`config.mk`:
```
export PLATFORM = sky130hd
export DESIGN_NAME = car_leave_checkout_flat
export DESIGN_NICKNAME = d
export VERILOG_FILES = /design/src/rtl/car_leave_checkout_if.sv /design/src/rtl/car_leave_checkout.sv /design/src/flat_wrapper.sv
export SDC_FILE = /design/constraint.sdc
export NUM_CORES = 1
export LEC_CHECK = 0
export BUFFER_PORTS_ARGS = -buffer_cell sky130_fd_sc_hd__buf_2
export CAP_MARGIN = 20
export CORE_AREA = 2 2 131 121
export CTS_CLUSTER_DIAMETER = 30
export DETAILED_ROUTE_END_ITERATION = 6
export DIE_AREA = 0 0 133 123
export PLACE_DENSITY_LB_ADDON = 0.12
export SLEW_MARGIN = 10
export SYNTH_ARGS = -nofsm -noshare
export SYNTH_HDL_FRONTEND = slang
export SYNTH_HIERARCHICAL = 1
export SYNTH_SLANG_ARGS = --single-unit
```
`constraint.sdc`:
```
create_clock -name clk -period 4.95 [get_ports clk]
set_input_delay 0 -clock clk [delete_from_list [all_inputs] [get_ports clk]]
set_output_delay 0 -clock clk [all_outputs]
set_load 0.03 [all_outputs]
```
`src/rtl/car_leave_checkout_if.sv`:
```
// Checkout-side UI bus: buttons/keypad/view and entry events in,
// occupancy, cursor, fee and release status out.
interface car_leave_checkout_if;
  logic [4:0]  bt_out;
  logic [2:0]  view;
  logic [15:0] key_out;
  logic        enter_valid;
  logic [2:0]  enter_slot;
  logic [7:0]  occupied;
  logic [2:0]  cursor;
  logic [7:0]  fee;
  logic        leave_pulse;
  logic [2:0]  leave_slot;
  logic [2:0]  state;

  modport master (
    output bt_out, view, key_out, enter_valid, enter_slot,
    input  occupied, cursor, fee, leave_pulse, leave_slot, state
  );
  modport slave (
    input  bt_out, view, key_out, enter_valid, enter_slot,
    output occupied, cursor, fee, leave_pulse, leave_slot, state
  );
endinterface

```
`src/rtl/car_leave_checkout.sv`:
```
// Exit-side slot tracker: per-slot occupancy/parking-time counters plus
// the select/bill/paid checkout FSM driven from the shared UI bus.
module car_slot_timer (
  input  logic       clk,
  input  logic       rst,
  input  logic       i_tick,
  input  logic       i_enter,
  input  logic       i_release,
  output logic       o_occ,
  output logic [7:0] o_units
);
  logic       r_occ;
  logic [7:0] r_units;

  // Release beats a coincident entry on the same slot.
  always_ff @(posedge clk) begin
    if (!rst) begin
      r_occ   <= 1'b0;
      r_units <= 8'd0;
    end else if (i_release) begin
      r_occ   <= 1'b0;
      r_units <= 8'd0;
    end else if (i_enter && !r_occ) begin
      r_occ   <= 1'b1;
      r_units <= 8'd0;
    end else if (i_tick && r_occ && r_units != 8'hFF) begin
      r_units <= r_units + 8'd1;
    end
  end

  assign o_occ   = r_occ;
  assign o_units = r_units;
endmodule

module car_leave_checkout #(
  parameter int N_SLOTS     = 8,
  parameter int CLK_DIV     = 100000000,
  parameter int RATE        = 5,
  parameter int PAID_CYCLES = 200000000
) (
  input logic                 clk,
  input logic                 rst,
  car_leave_checkout_if.slave bus
);
  typedef enum logic [2:0] {
    S_IDLE = 3'd1, S_SELECT = 3'd2, S_BILL = 3'd3, S_PAID = 3'd4
  } state_t;

  localparam int PW = (CLK_DIV > 1) ? $clog2(CLK_DIV) : 1;
  localparam int TW = (PAID_CYCLES > 1) ? $clog2(PAID_CYCLES) : 1;

  state_t            r_state, w_state_nxt;
  logic [2:0]        r_cursor, w_cursor_nxt;
  logic [7:0]        r_fee, w_fee_nxt;
  logic              r_latch;
  logic [PW-1:0]     r_presc;
  logic [TW-1:0]     r_paid_cnt;
  logic              r_leave_pulse;
  logic [2:0]        r_leave_slot;

  logic [N_SLOTS-1:0]          w_occ;
  logic [N_SLOTS-1:0][7:0]     w_units;
  logic              w_act, w_btn_any, w_take, w_mid, w_left, w_right;
  logic [7:0]        w_keys;
  logic              w_key_hit, w_tick, w_release, w_paid_done;
  logic [7:0]        w_u1;
  logic [15:0]       w_bill;
  logic [7:0]        w_fee_calc;
  logic              w_unused;

  function automatic logic [2:0] f_lowest(input logic [7:0] v);
    f_lowest = 3'd0;
    for (int i = 7; i >= 0; i--)
      if (v[i]) f_lowest = 3'(i);
  endfunction

  // Nearest occupied slot in the given direction, wrapping; unchanged if none.
  function automatic logic [2:0] f_step(input logic [7:0] occ, input logic [2:0] cur,
                                        input logic up);
    logic [2:0] idx;
    logic       found;
    f_step = cur;
    found  = 1'b0;
    for (int k = 1; k < 8; k++) begin
      idx = up ? cur + 3'(k) : cur - 3'(k);
      if (!found && occ[idx]) begin
        f_step = idx;
        found  = 1'b1;
      end
    end
  endfunction

  assign w_act     = (bus.view == 3'd1);
  assign w_btn_any = bus.bt_out[3] | bus.bt_out[1] | bus.bt_out[0];
  assign w_take    = w_btn_any && !r_latch && w_act;
  assign w_mid     = w_take && bus.bt_out[3];
  assign w_left    = w_take && !bus.bt_out[3] && bus.bt_out[1];
  assign w_right   = w_take && !bus.bt_out[3] && !bus.bt_out[1] && bus.bt_out[0];
  assign w_keys    = bus.key_out[7:0] & w_occ;
  assign w_key_hit = w_act && (|w_keys);
  assign w_tick    = (r_presc == PW'(CLK_DIV - 1));
  assign w_release = (r_state == S_BILL) && w_mid;
  assign w_paid_done = (r_paid_cnt == TW'(PAID_CYCLES - 1));
  assign w_unused  = ^{bus.bt_out[4], bus.bt_out[2], bus.key_out[15:8]};

  // Fee uses at least one started unit and saturates at 8 bits.
  assign w_u1       = (w_units[r_cursor] == 8'd0) ? 8'd1 : w_units[r_cursor];
  assign w_bill     = {8'd0, w_u1} * 16'(RATE);
  assign w_fee_calc = (w_bill > 16'd255) ? 8'd255 : w_bill[7:0];

  for (genvar g = 0; g < N_SLOTS; g++) begin : g_slot
    car_slot_timer u_slot (
      .clk      (clk),
      .rst      (rst),
      .i_tick   (w_tick),
      .i_enter  (bus.enter_valid && bus.enter_slot == 3'(g)),
      .i_release(w_release && r_cursor == 3'(g)),
      .o_occ    (w_occ[g]),
      .o_units  (w_units[g])
    );
  end

  always_comb begin
    w_state_nxt  = r_state;
    w_cursor_nxt = r_cursor;
    w_fee_nxt    = r_fee;
    case (r_state)
      S_IDLE:
        if (w_mid && |w_occ) begin
          w_state_nxt  = S_SELECT;
          w_cursor_nxt = f_lowest(w_occ);
        end
      S_SELECT:
        if (!w_occ[r_cursor])  w_state_nxt = S_IDLE;
        else if (w_mid) begin
          w_state_nxt = S_BILL;
          w_fee_nxt   = w_fee_calc;
        end
        else if (w_left)       w_cursor_nxt = f_step(w_occ, r_cursor, 1'b0);
        else if (w_right)      w_cursor_nxt = f_step(w_occ, r_cursor, 1'b1);
        else if (w_key_hit)    w_cursor_nxt = f_lowest(w_keys);
      S_BILL:
        if (w_mid)             w_state_nxt = S_PAID;
        else if (w_left)       w_state_nxt = S_SELECT;
      S_PAID:
        if (w_mid || w_paid_done) begin
          w_state_nxt = S_IDLE;
          w_fee_nxt   = 8'd0;
        end
      default:                 w_state_nxt = S_IDLE;
    endcase
  end

  always_ff @(posedge clk) begin
    if (!rst) begin
      r_state       <= S_IDLE;
      r_cursor      <= 3'd0;
      r_fee         <= 8'd0;
      r_latch       <= 1'b0;
      r_presc       <= '0;
      r_paid_cnt    <= '0;
      r_leave_pulse <= 1'b0;
      r_leave_slot  <= 3'd0;
    end else begin
      r_state       <= w_state_nxt;
      r_cursor      <= w_cursor_nxt;
      r_fee         <= w_fee_nxt;
      r_latch       <= w_btn_any;
      r_presc       <= w_tick ? '0 : r_presc + PW'(1);
      r_paid_cnt    <= (r_state == S_PAID) ? r_paid_cnt + TW'(1) : '0;
      r_leave_pulse <= w_release;
      if (w_release) r_leave_slot <= r_cursor;
    end
  end

  assign bus.occupied    = w_occ;
  assign bus.cursor      = r_cursor;
  assign bus.fee         = r_fee;
  assign bus.leave_pulse = r_leave_pulse;
  assign bus.leave_slot  = r_leave_slot;
  assign bus.state       = r_state;
endmodule

```
`src/flat_wrapper.sv`:
```
// flat-port wrapper written by rule: the top's interface ports become plain ports
module car_leave_checkout_flat 
#(
  parameter int N_SLOTS     = 8,
  parameter int CLK_DIV     = 100000000,
  parameter int RATE        = 5,
  parameter int PAID_CYCLES = 200000000
)
  (clk, rst, bus_bt_out, bus_view, bus_key_out, bus_enter_valid, bus_enter_slot, bus_occupied, bus_cursor, bus_fee, bus_leave_pulse, bus_leave_slot, bus_state);
  car_leave_checkout_if bus_i ();
  input logic clk;
  input logic rst;
  input wire logic [$bits(bus_i.bt_out)-1:0] bus_bt_out;
  input wire logic [$bits(bus_i.view)-1:0] bus_view;
  input wire logic [$bits(bus_i.key_out)-1:0] bus_key_out;
  input wire logic [$bits(bus_i.enter_valid)-1:0] bus_enter_valid;
  input wire logic [$bits(bus_i.enter_slot)-1:0] bus_enter_slot;
  output wire logic [$bits(bus_i.occupied)-1:0] bus_occupied;
  output wire logic [$bits(bus_i.cursor)-1:0] bus_cursor;
  output wire logic [$bits(bus_i.fee)-1:0] bus_fee;
  output wire logic [$bits(bus_i.leave_pulse)-1:0] bus_leave_pulse;
  output wire logic [$bits(bus_i.leave_slot)-1:0] bus_leave_slot;
  output wire logic [$bits(bus_i.state)-1:0] bus_state;
  assign bus_i.bt_out = bus_bt_out;
  assign bus_i.view = bus_view;
  assign bus_i.key_out = bus_key_out;
  assign bus_i.enter_valid = bus_enter_valid;
  assign bus_i.enter_slot = bus_enter_slot;
  assign bus_occupied = bus_i.occupied;
  assign bus_cursor = bus_i.cursor;
  assign bus_fee = bus_i.fee;
  assign bus_leave_pulse = bus_i.leave_pulse;
  assign bus_leave_slot = bus_i.leave_slot;
  assign bus_state = bus_i.state;
  car_leave_checkout #(.N_SLOTS(N_SLOTS), .CLK_DIV(CLK_DIV), .RATE(RATE), .PAID_CYCLES(PAID_CYCLES)) u_core (.clk(clk), .rst(rst), .bus(bus_i));
endmodule
```
After elaboration in Yosys (flattened, before gate mapping):

Cells that the tools add are included.
W data, S select, Z words.

* multiplexer cells: 148
* reduce and logical (&&, ||, !) cells: 114
* $add $sub $neg: 24
* multiply operators: 1
* bitwise logic cells: 4
* eq/ne operators: 39
* order comparisons: 16

Operators with widths (number)
* $mux W3: 42
* $mux W1: 81
* $add A8 B1 Y8 const B: 8
* $ne A8 B8 Y1 const B: 8
* $logic_and A1 B1 Y1: 62
* $lt A3 B4 Y1 const B: 15
* $mux W8: 6
* $bmux W1 S3: 15
* $add A28 B1 Y28 const B: 1
* $eq A28 B28 Y1 const B: 1
* $add A27 B1 Y27 const B: 1
* $eq A27 B27 Y1 const B: 1
* $eq A3 B3 Y1 const B: 9
* $bmux W8 S3: 1
* $reduce_or A3 Y1: 8
* $logic_not A1 Y1: 23
* $eq A3 B2 Y1 const B: 6
* $reduce_or A2 Y1: 9
* $pmux W8 S2: 1
* $reduce_or A8 Y1: 2
* $add A3 B3 Y3 const B: 4
* $eq A3 B1 Y1 const B: 4
* $pmux W3 S4: 1
* $sub A3 B3 Y3 const B: 4
* 24 further kinds: 33

* output and inout port bits: 26
* input port bits: 30
* flip-flop bits (word level): 146
* logic and storage cells: 370

Depth between registers and ports, before layout:

Gate-level depths: netlist of run 1.

* depth in word-level cells: 60
* mapped depth: 19
* depth with buffers taken out: 16

Cells and area by module:

Netlist of run 1, hierarchy kept.

By module, submodules not included
* car_leave_checkout: instances 1, cells each 645, seq. area each 1481.4 um^2, area each 5526.6 um^2
* car_slot_timer: instances 8, cells each 50, seq. area each 180.2 um^2, area each 451.7 um^2

Worst setup path after synthesis of run 1:

OpenSTA, ideal clock, no wires.

* path kind: register -> register
* from: reg u_core.r_cursor[0], in the netlist u_core/bus.cursor[0]
* to: reg u_core.r_fee[5], in the netlist u_core/bus.fee[5]
* cell stages (with the launch flop): 18
* data required time: 4.815 ns
* buffers on the path: 3
* setup time: 0.135 ns
* path slack: 0.734 ns
* period minus slack after synthesis: 4.216 ns
* arrival: 4.081 ns
* path through: dfxtp_1 -> buf_6 -> clkbuf_1 -> clkbuf_1 -> mux4_2 -> nand2_1 -> nand3_1 -> ha_1 -> ha_1 -> inv_1 -> fa_1 -> inv_1 -> a21o_1 -> or4_1 -> a21oi_1 -> o21ai_1 -> o211ai_1 -> a21oi_1

* word-level cells in the longest chain between the ends: 10
* elaborated cells on any way between the ends: 14
* classes of those cells: 1 x mul; 1 x order compare; 1 x eq/ne; 9 x mux; 2 x reduce/logical

Ends and longest elaborated chain
* start: declaration: RTL line car_leave_checkout.sv:53 `logic [2:0] r_cursor, w_cursor_nxt;`
* start signal: assignment: RTL line car_leave_checkout.sv:166 `r_cursor <= w_cursor_nxt;`
* $bmux W8 S3: RTL line car_leave_checkout.sv:107 `assign w_u1 = (w_units[r_cursor] == 8'd0) ? 8'd1 : w_units[r_cursor];`
* $mux W8 (not written as such): RTL line car_leave_checkout.sv:107
* $logic_not A8 Y1: RTL line car_leave_checkout.sv:107
* $mux W8: RTL line car_leave_checkout.sv:107
* $mul A8 B3 Y11: RTL line car_leave_checkout.sv:108 `assign w_bill = {8'd0, w_u1} * 16'(RATE);`
* $gt A11 B8 Y1: RTL line car_leave_checkout.sv:109 `assign w_fee_calc = (w_bill > 16'd255) ? 8'd255 : w_bill[7:0];`
* $mux W8: RTL line car_leave_checkout.sv:109
* $mux W8: RTL line car_leave_checkout.sv:135 `else if (w_mid) begin`
* $mux W8: RTL line car_leave_checkout.sv:134 `if (!w_occ[r_cursor]) w_state_nxt = S_IDLE;`
* $pmux W8 S2: RTL line car_leave_checkout.sv:127 `case (r_state)`
* end signal: assignment: RTL line car_leave_checkout.sv:167 `r_fee <= w_fee_nxt;`
* end: declaration: RTL line car_leave_checkout.sv:54 `logic [7:0] r_fee, w_fee_nxt;`

Several ways; a longest one is shown, not always the timed one. The select of a mux whose other input is x is not followed.
A chain may end at the register's enable or synchronous reset.

Worst setup path after layout of run 1:

* from: reg u_core.r_cursor[0], in the netlist u_core/bus.cursor[0]
* to: reg u_core.r_cursor[1], in the netlist u_core/bus.cursor[1]

* word-level cells in the longest chain between the ends: 57
* elaborated cells on any way between the ends: 157
* classes of those cells: 14 x add/sub; 3 x eq/ne; 115 x mux; 25 x reduce/logical

Ends and longest elaborated chain
* $add A3 B1 Y3
* $bmux W1 S3: RTL line car_leave_checkout.sv:86 `if (!found && occ[idx]) begin`
* $mux W1 (not written as such): RTL line car_leave_checkout.sv:86
* $mux W1: RTL line car_leave_checkout.sv:86
* $mux W1: RTL line car_leave_checkout.sv:140 `else if (w_right) w_cursor_nxt = f_step(w_occ, r_cursor, 1'b1);`
* $mux W1: RTL line car_leave_checkout.sv:139 `else if (w_left) w_cursor_nxt = f_step(w_occ, r_cursor, 1'b0);`
* $mux W1: RTL line car_leave_checkout.sv:135
* $mux W1: RTL line car_leave_checkout.sv:134
* (+41 left out)
* $logic_not A1 Y1: RTL line car_leave_checkout.sv:86
* $logic_and A1 B1 Y1: RTL line car_leave_checkout.sv:86
* $mux W3: RTL line car_leave_checkout.sv:86
* $mux W3: RTL line car_leave_checkout.sv:140
* $mux W3: RTL line car_leave_checkout.sv:139
* $mux W3: RTL line car_leave_checkout.sv:135
* $mux W3: RTL line car_leave_checkout.sv:134
* $pmux W3 S2: RTL line car_leave_checkout.sv:127

Several ways; a longest one is shown, not always the timed one. The select of a mux whose other input is x is not followed.

==> results.md, run 1 <==
- Outcome: finished, final reports clean
- Finished Core Util: 68.2%
- Initial Util: approximately three fifths
- First-pass GRT wire length: 36800 um
- Routed len/inst: 17.0 um
- CTS Hold Bufs: 7
- Final ANT Viol Nets: 0
- HP Class: input port to flip-flop
- Clk_lat worst skew: roughly 0.43 ns
- Postcts setup bufs: 0
- Fin. Hold Viols: 0
- Min-Delay Startpoint: bus_view[1]
- Clock Power Share: 50.3%
- Comb power frac: 5.6%
- P_leak: 3.79 nW
- ANT cells: 0
- EDFF count, synth: 0
- Post-route setup slack: 0.669 ns
- Post-Syn Area: 9140 um^2
- Worst-margin pin slew: 0.962 ns
- Top-count cell post-synth: nor2_1
- WP data required: 5.28 ns
- Pint: 2.06 mW
- Vias/cell: 6.17
- GR Overflow Total: 0
- Top FF cell, synth: dfxtp_1
- Post-synthesis sequential area ratio: 32.0%
- Max-cap violations: 0
- Proportion of layout cells with a drive suffix above 1: 16.7%
- FF-to-FF Start: u_core/bus.cursor[0]$_SDFFE_PN0P_
- Critical path arrival: 4.61 ns
- Switching Power: 0.661 mW
- Detailed-placement wirelength estimate: 15600 um
- Critical path launch point type: flip-flop
- Overall die height: 123 um
- DRT Wirelength: 22200 um
- Routability congestion estimate: between 0.9 and 1
- Post-layout min period: 4.28 ns
- Root buffer cell: clkbuf_16
- Area contributors post-synth: dfxtp_1, mux4_2, nor2_1, ha_1, a21oi_1
- Crit path to: u_core/bus.cursor[1]$_SDFFE_PN0P_
- Final setup viols: 0
- Fin Setup TNS: 0 ns
- Filler cell count: 1219
- Port Buffers: 45
- Worst slack, placed: 0.700 ns
- DRC Markers: 0
- Max-slew violations: 0
- Synth cell types: between 70 and 80
- Syn. warnings: 6
- Synthesized area per cell: 8.75 um^2
- Worst R2R Path Depth: 10
- Unrepaired setup endpoints after global routing: no
- Synth area leader: dfxtp_1
- CTS tree: built
- Number of global-route vias before repair: 7300
- Sequential share of power: 44.1%
- Synth async-reset ratio: 0%
- Mapped Nets: 1107
- Clock Skew: 0.00825 ns
- Core box area: 15000 um^2
- Resized Gates After CTS: 0
- Cells after DPL: 1269
- CP Launch Point: u_core/bus.cursor[0]$_SDFFE_PN0P_
- # H-tree levels: 4
- Register bit total from synthesis: around 150
- Worst-case clock buffer depth: 2
- Synth Instances: 1045
- Clock transition at path regs: 0.06 ns
- FMAX: 0.234 GHz
- Maximum vdd ir drop: 0.000317 V
- Critical Path Sink Type: flip-flop
- Drt pass-1 iters: 6
- Initial antenna violation count: 0
- Worst r2r dst: u_core/bus.cursor[1]$_SDFFE_PN0P_
- Power density cells: 265 nW/um^2
- Nets: 1155
- Reg2Reg Setup Slack: roughly 0.67 ns
- IO Pins: 56
- Vias: 8070
- Pin count of the biggest net entering global routing: 28
- Share of the synthesized area in the top cell type: 32.0%
- Top cells by count, synth: nor2_1, dfxtp_1, a21oi_1
- Critical Setup Path Class: flip-flop to flip-flop
- Area Overhead vs Synth: 12.0%
- Chip Width: 133 um
- Sink Count: 146
- Sw frac: about a quarter
- Total CTS buffers: 17
- All-Layer GR Usage: 27.9%
- Pwr Total: 2.72 mW
- Die area: between 15000 and 20000 um^2
- Max-slew headroom: 35.7%
- DRT iter0 DRCs: 700
- Fin crit share: around 86%
- Final std cells w/o fill: 1308
- Rows: 43
- Hold Path Cell Cnt: 6
- Crit path max fanout: 22
==> kinds of logic after synthesis <==
logic type	share of synthesized area [%]
simple gates	25.9
compound gates	16.4
flops	32.0
xor+xnor	6.80
buf+inv	3.13
mux	11.3
fa+ha+maj	4.46
==> how the worst min path moves through the flow <==
stage	end	slack (ns)
2_1_floorplan	u_core/bus.cursor[2]$_SDFFE_PN0P_	0.14
3_3_place_gp	u_core/r_latch$_SDFF_PN0_	0.33
3_5_place_dp	u_core/r_latch$_SDFF_PN0_	0.34
4_1_cts	u_core/bus.state[0]$_SDFFE_PN1P_	0.05
5_1_grt	u_core/bus.state[0]$_SDFFE_PN1P_	0.06
6_report	u_core/bus.state[0]$_SDFFE_PN1P_	0.07
==> through the flow <==
step,area (um^2),hold slack [ns]
after floorplan,9140,0.138
after global placement,9540,0.328
after detailed placement,9540,0.338
after CTS,10200,0.0474
after global routing,10200,0.0587
final,10200,0.0702
==> critical path, stage by stage (launching register included) <==
cell and delay, ns:
dfxtp_2 0.71, buf_4 0.42, inv_2 0.20, ha_1 0.57, mux2_2 0.41, mux2_2 0.26, o22a_1 0.38, or3_1 0.48
o32a_1 0.35, o2bb2ai_1 0.15, a311oi_2 0.27
==> metal layers <==
layer | global-route usage [%] | part of all wire [%] | up-vias
li1 | - | - | 3971
met1 | 38.2 | 45 | 3825
met2 | 44.7 | 47 | 237
met3 | 5.49 | 5.8 | 37
met4 | 9.54 | 2.2 | 0
met5 | 0 | 0 | -
==> final cells by class <==
cell class,instances,area [um^2],share of cell area [%]
Clock inverter,14,198,1.93
Multi-Input combinational cell,828,5930,57.9
Clock buffer,18,429,4.19
Sequential cell,146,2920,28.6
Inverter,40,150,1.47
Tap cell,202,253,2.47
Timing Repair Buffer,60,355,3.47
==> registers in the layout, summed over array words and instances, names as in the netlist <==
| register | flops |
|---|---|
| u_core/g_slot.u_slot/o_units | 64 |
| u_core/r_paid_cnt | 28 |
| u_core/r_presc | 27 |
| u_core/bus.fee | 8 |
| u_core/g_slot.u_slot/o_occ | 8 |
| u_core/bus.cursor | 3 |
| u_core/bus.leave_slot | 3 |
| u_core/bus.state | 3 |
| u_core/bus.leave_pulse | 1 |
| u_core/r_latch | 1 |
==> cell usage in the layout, fill, tap and decap left out, drive strengths merged, types with 17 or more instances in the layout <==
cell    count
nor2      167
dfxtp     146
a21oi      75
nand2      59
buf        53
inv        45
nand3      43
xor2       41
nand4      36
ha         31
o21ai      31
xnor2      30
nor3       29
mux4       29
a211oi     25
mux2       18
and4       18
clkbuf     18
and3       17
mux2i      17
==> power groups by stage <==
stage	Clock (mW)	Combinational [mW]	Sequential, mW
floorplan	0	0.105	1.22
global placement	0	0.144	1.22
detailed placement	0	0.145	1.22
CTS	1.39	0.149	1.20
global route	1.44	0.165	1.20
finish	1.37	0.151	1.20
No activity file was read; power rests on OpenSTA's default activity.
==> inputs of run 2 (changes only) <==
--- a/config.mk
+++ b/config.mk
@@ -6,9 +6,9 @@
 export NUM_CORES = 1
 export LEC_CHECK = 0
 export BUFFER_PORTS_ARGS = -buffer_cell sky130_fd_sc_hd__buf_2
-export CAP_MARGIN = 20
 export CORE_AREA = 2 2 131 121
 export CTS_CLUSTER_DIAMETER = 30
+export CTS_CLUSTER_SIZE = 40
 export DETAILED_ROUTE_END_ITERATION = 6
 export DIE_AREA = 0 0 133 123
 export PLACE_DENSITY_LB_ADDON = 0.12
==> constraint.sdc (replaced) <==
create_clock -name clk -period 4.95 [get_ports clk]
set_input_delay 0.99 -clock clk [delete_from_list [all_inputs] [get_ports clk]]
set_output_delay 0.99 -clock clk [all_outputs]
set_load 0.03 [all_outputs]
==> run 2 against run 1 <==
Net effect: flip-flop and latch count did not move; design area fell by 1.1%; critical path depth rose by 6; highest routed layer unchanged; critical endpoint is now u_core/bus.fee[5]$_SDFFE_PN0P_; global-route usage rose by 0.52 points; register-to-register slack improved by 0.13 ns; total power fell by 3.1%; clock power fell by 6%; combinational power fell by 3%; sequential share of layout area rose by 0.33 points; routed wire length rose by 1.4%; cell count fell by 0.61%; sequential power barely moved.
==> results.md, run 2 (synthesis results as in run 1) <==
- Vias: 8007 (-0.78%)
- Final setup viols: 0 (unchanged)
- DRT Wirelength: 22500 um (+1.4%)
- Power density cells: 260 nW/um^2 (-2.0%)
- Port Buffers: 45 (unchanged)
- Worst-case clock buffer depth: 2 (unchanged)
- DRC Markers: 0 (unchanged)
- Initial antenna violation count: 0 (unchanged)
- GR Overflow Total: 0 (unchanged)
- ANT cells: 0 (unchanged)
- FMAX: 0.241 GHz (+3.0%)
- Finished Core Util: 67.4% (-0.78 points)
- Clk_lat worst skew: 0.43 ns (about the same)
- Fin crit share: 83.9% (-2.5 points)
- Maximum vdd ir drop: 0.000215 V (-32%)
- Resized Gates After CTS: 0 (unchanged)
- Switching Power: 0.619 mW (-6.4%)
- Area Overhead vs Synth: 10.8%
- Drt pass-1 iters: 6 (unchanged)
- CTS tree: built
- Final hold slack: 0.454 ns (+0.384 ns)
- Commonest non-fill, non-tap cell in the layout: nor2_1
- Initial Util: 60.9% (unchanged)
- All-Layer GR Usage: 28.5% (+0.52 points)
- Sink Count: 146 (unchanged)
- First-pass GRT wire length: 37300 um (+1.5%)
- Routed len/inst: 17.3 um (+2.1%)
- Sequential share of power: 45.5% (+1.4 points)
- DRT iter0 DRCs: 715 (+2.1%)
- Proportion of layout cells with a drive suffix above 1: 16.7% (-0.060 points)
- Chip Width: 133 um (unchanged)
- Post-layout min period: 4.15 ns (-0.126 ns)
- Post-route setup slack: 0.795 ns (+0.126 ns)
- Most frequent cells in the layout: nor2_1, dfxtp_1, a21oi_1
- Clock Power Share: 48.9% (-1.4 points)
- Critical path arrival: 4.50 ns (-0.11 ns)
- Clock Skew: 0.0135 ns (+0.00520 ns)
- Worst slack, placed: 0.801 ns (+0.101 ns)
- Overall die height: 123 um (unchanged)
- Total CTS buffers: 17 (unchanged)
- Number of global-route vias before repair: 7440 (+1.9%)
- Sw frac: 23.5% (-0.83 points)
- Crit path max fanout: 22 (unchanged)
- Max reg flops: 64 (unchanged)
- Fin. Hold Viols: 0 (unchanged)
- DP Area: 9540 um^2 (about the same)
- Worst-margin pin slew: 0.939 ns (-0.0235 ns)
- Max-slew headroom: 37.3% (+1.6 points)
- Root buffer cell: clkbuf_16
- CTS Hold Bufs: 0 (-7)
- Max-slew violations: 0 (unchanged)
- Rows: 43 (unchanged)
- Detailed-placement wirelength estimate: 15800 um (+1.4%)
- Core box area: 15000 um^2 (unchanged)
- Pint: 2.01 mW (-2.0%)
- Filler cell count: 1247 (+2.3%)
- Outcome: finished, final reports clean
- Critical path launch point type: flip-flop
- Clock transition at path regs: 0.06 ns (about the same)
- Vias/cell: 6.16 (-0.17%)
- Final ANT Viol Nets: 0 (unchanged)
- Unrepaired setup endpoints after global routing: no
- Critical Setup Path Class: flip-flop to flip-flop
- Die area: 16400 um^2 (unchanged)
- Nets: 1147 (-0.69%)
- Critical Path Sink Type: flip-flop
- Max-cap violations: 0 (unchanged)
- # H-tree levels: 4 (unchanged)
- P_leak: 3.74 nW (-1.3%)
- Pin count of the biggest net entering global routing: 28 (unchanged)
- Cell area after layout: 10100 um^2 (-1.1%)
- Comb power frac: 5.6% (about the same)
- IO Pins: 56 (unchanged)
- WP data required: 5.30 ns (+0.02 ns)
- HP Class: flip-flop to flip-flop
- Routability congestion estimate: 0.907 (-3.0%)
- Fin Setup TNS: 0 ns (unchanged)
- Postcts setup bufs: 0 (unchanged)
run 2: cell types whose count changed in the layout (fill, tap and decap cells not counted), sizes merged:
cell	change
clkinvlp	-1
clkbuf	+3
dlygate4sd3	-7
clkinv	+1
bufinv	-1
inv	-2
buf	-1
run 2: path summary, 6_finish.rpt:
path	slack [ns]	endpoint	cells past startpoint	from
min reg2reg	0.45	u_core/bus.fee[0]$_SDFFE_PN0P_	2	u_core/bus.fee[0]$_SDFFE_PN0P_
max reg2reg	0.80	u_core/bus.fee[5]$_SDFFE_PN0P_	16	u_core/bus.cursor[0]$_SDFFE_PN0P_
max	0.80	u_core/bus.fee[5]$_SDFFE_PN0P_	16	u_core/bus.cursor[0]$_SDFFE_PN0P_
min	0.45	u_core/bus.fee[0]$_SDFFE_PN0P_	2	u_core/bus.fee[0]$_SDFFE_PN0P_
run 2: layout make-up:
type / count / area [um^2] / area share, %
inverters: 40 / 150 / 1.48
flip-flops and latches: 146 / 2920 / 28.9
clock inverters: 11 / 128 / 1.26
well taps: 202 / 253 / 2.50
multi-input cells: 828 / 5930 / 58.6
repair buffers: 52 / 278 / 2.74
clock buffers: 21 / 460 / 4.55
run 2: worst max-delay path, stage by stage, from the launching register on:
cell and delay (ns):
dfxtp_2 0.79, mux4_2 0.65, mux2_2 0.30, nor4_1 0.26
nand2_1 0.08, nand3_1 0.12, ha_1 0.16, ha_1 0.15
inv_1 0.05, fa_1 0.39, inv_1 0.07, a21o_1 0.12
or4_1 0.10, a21oi_1 0.05, o21ai_1 0.42, o211ai_1 0.20
a21oi_1 0.16
run 2: layer usage:
layer  vias up  routed length [um]  track usage (%)
met1      3844               10800             39.4
li1       3955                   -                -
met3        25                1020             4.55
met4         0                 312             9.34
met2       183               10400             45.9
met5         -                   0                0
run 2: per-stage QoR:
step | power, mW | instances
after floorplan | 1.32 | 1045
after global placement | 1.37 | 1268
after detailed placement | 1.37 | 1268
after CTS | 2.66 | 1300
after global routing | 2.72 | 1300
final | 2.63 | 1300
run 2: power groups by stage:
stage	clock, mW	combinational [mW]	sequential (mW)
after floorplan	0	0.105	1.22
after global placement	0	0.143	1.22
after detailed placement	0	0.144	1.22
after CTS	1.31	0.145	1.20
after global routing	1.36	0.161	1.20
final	1.29	0.147	1.20
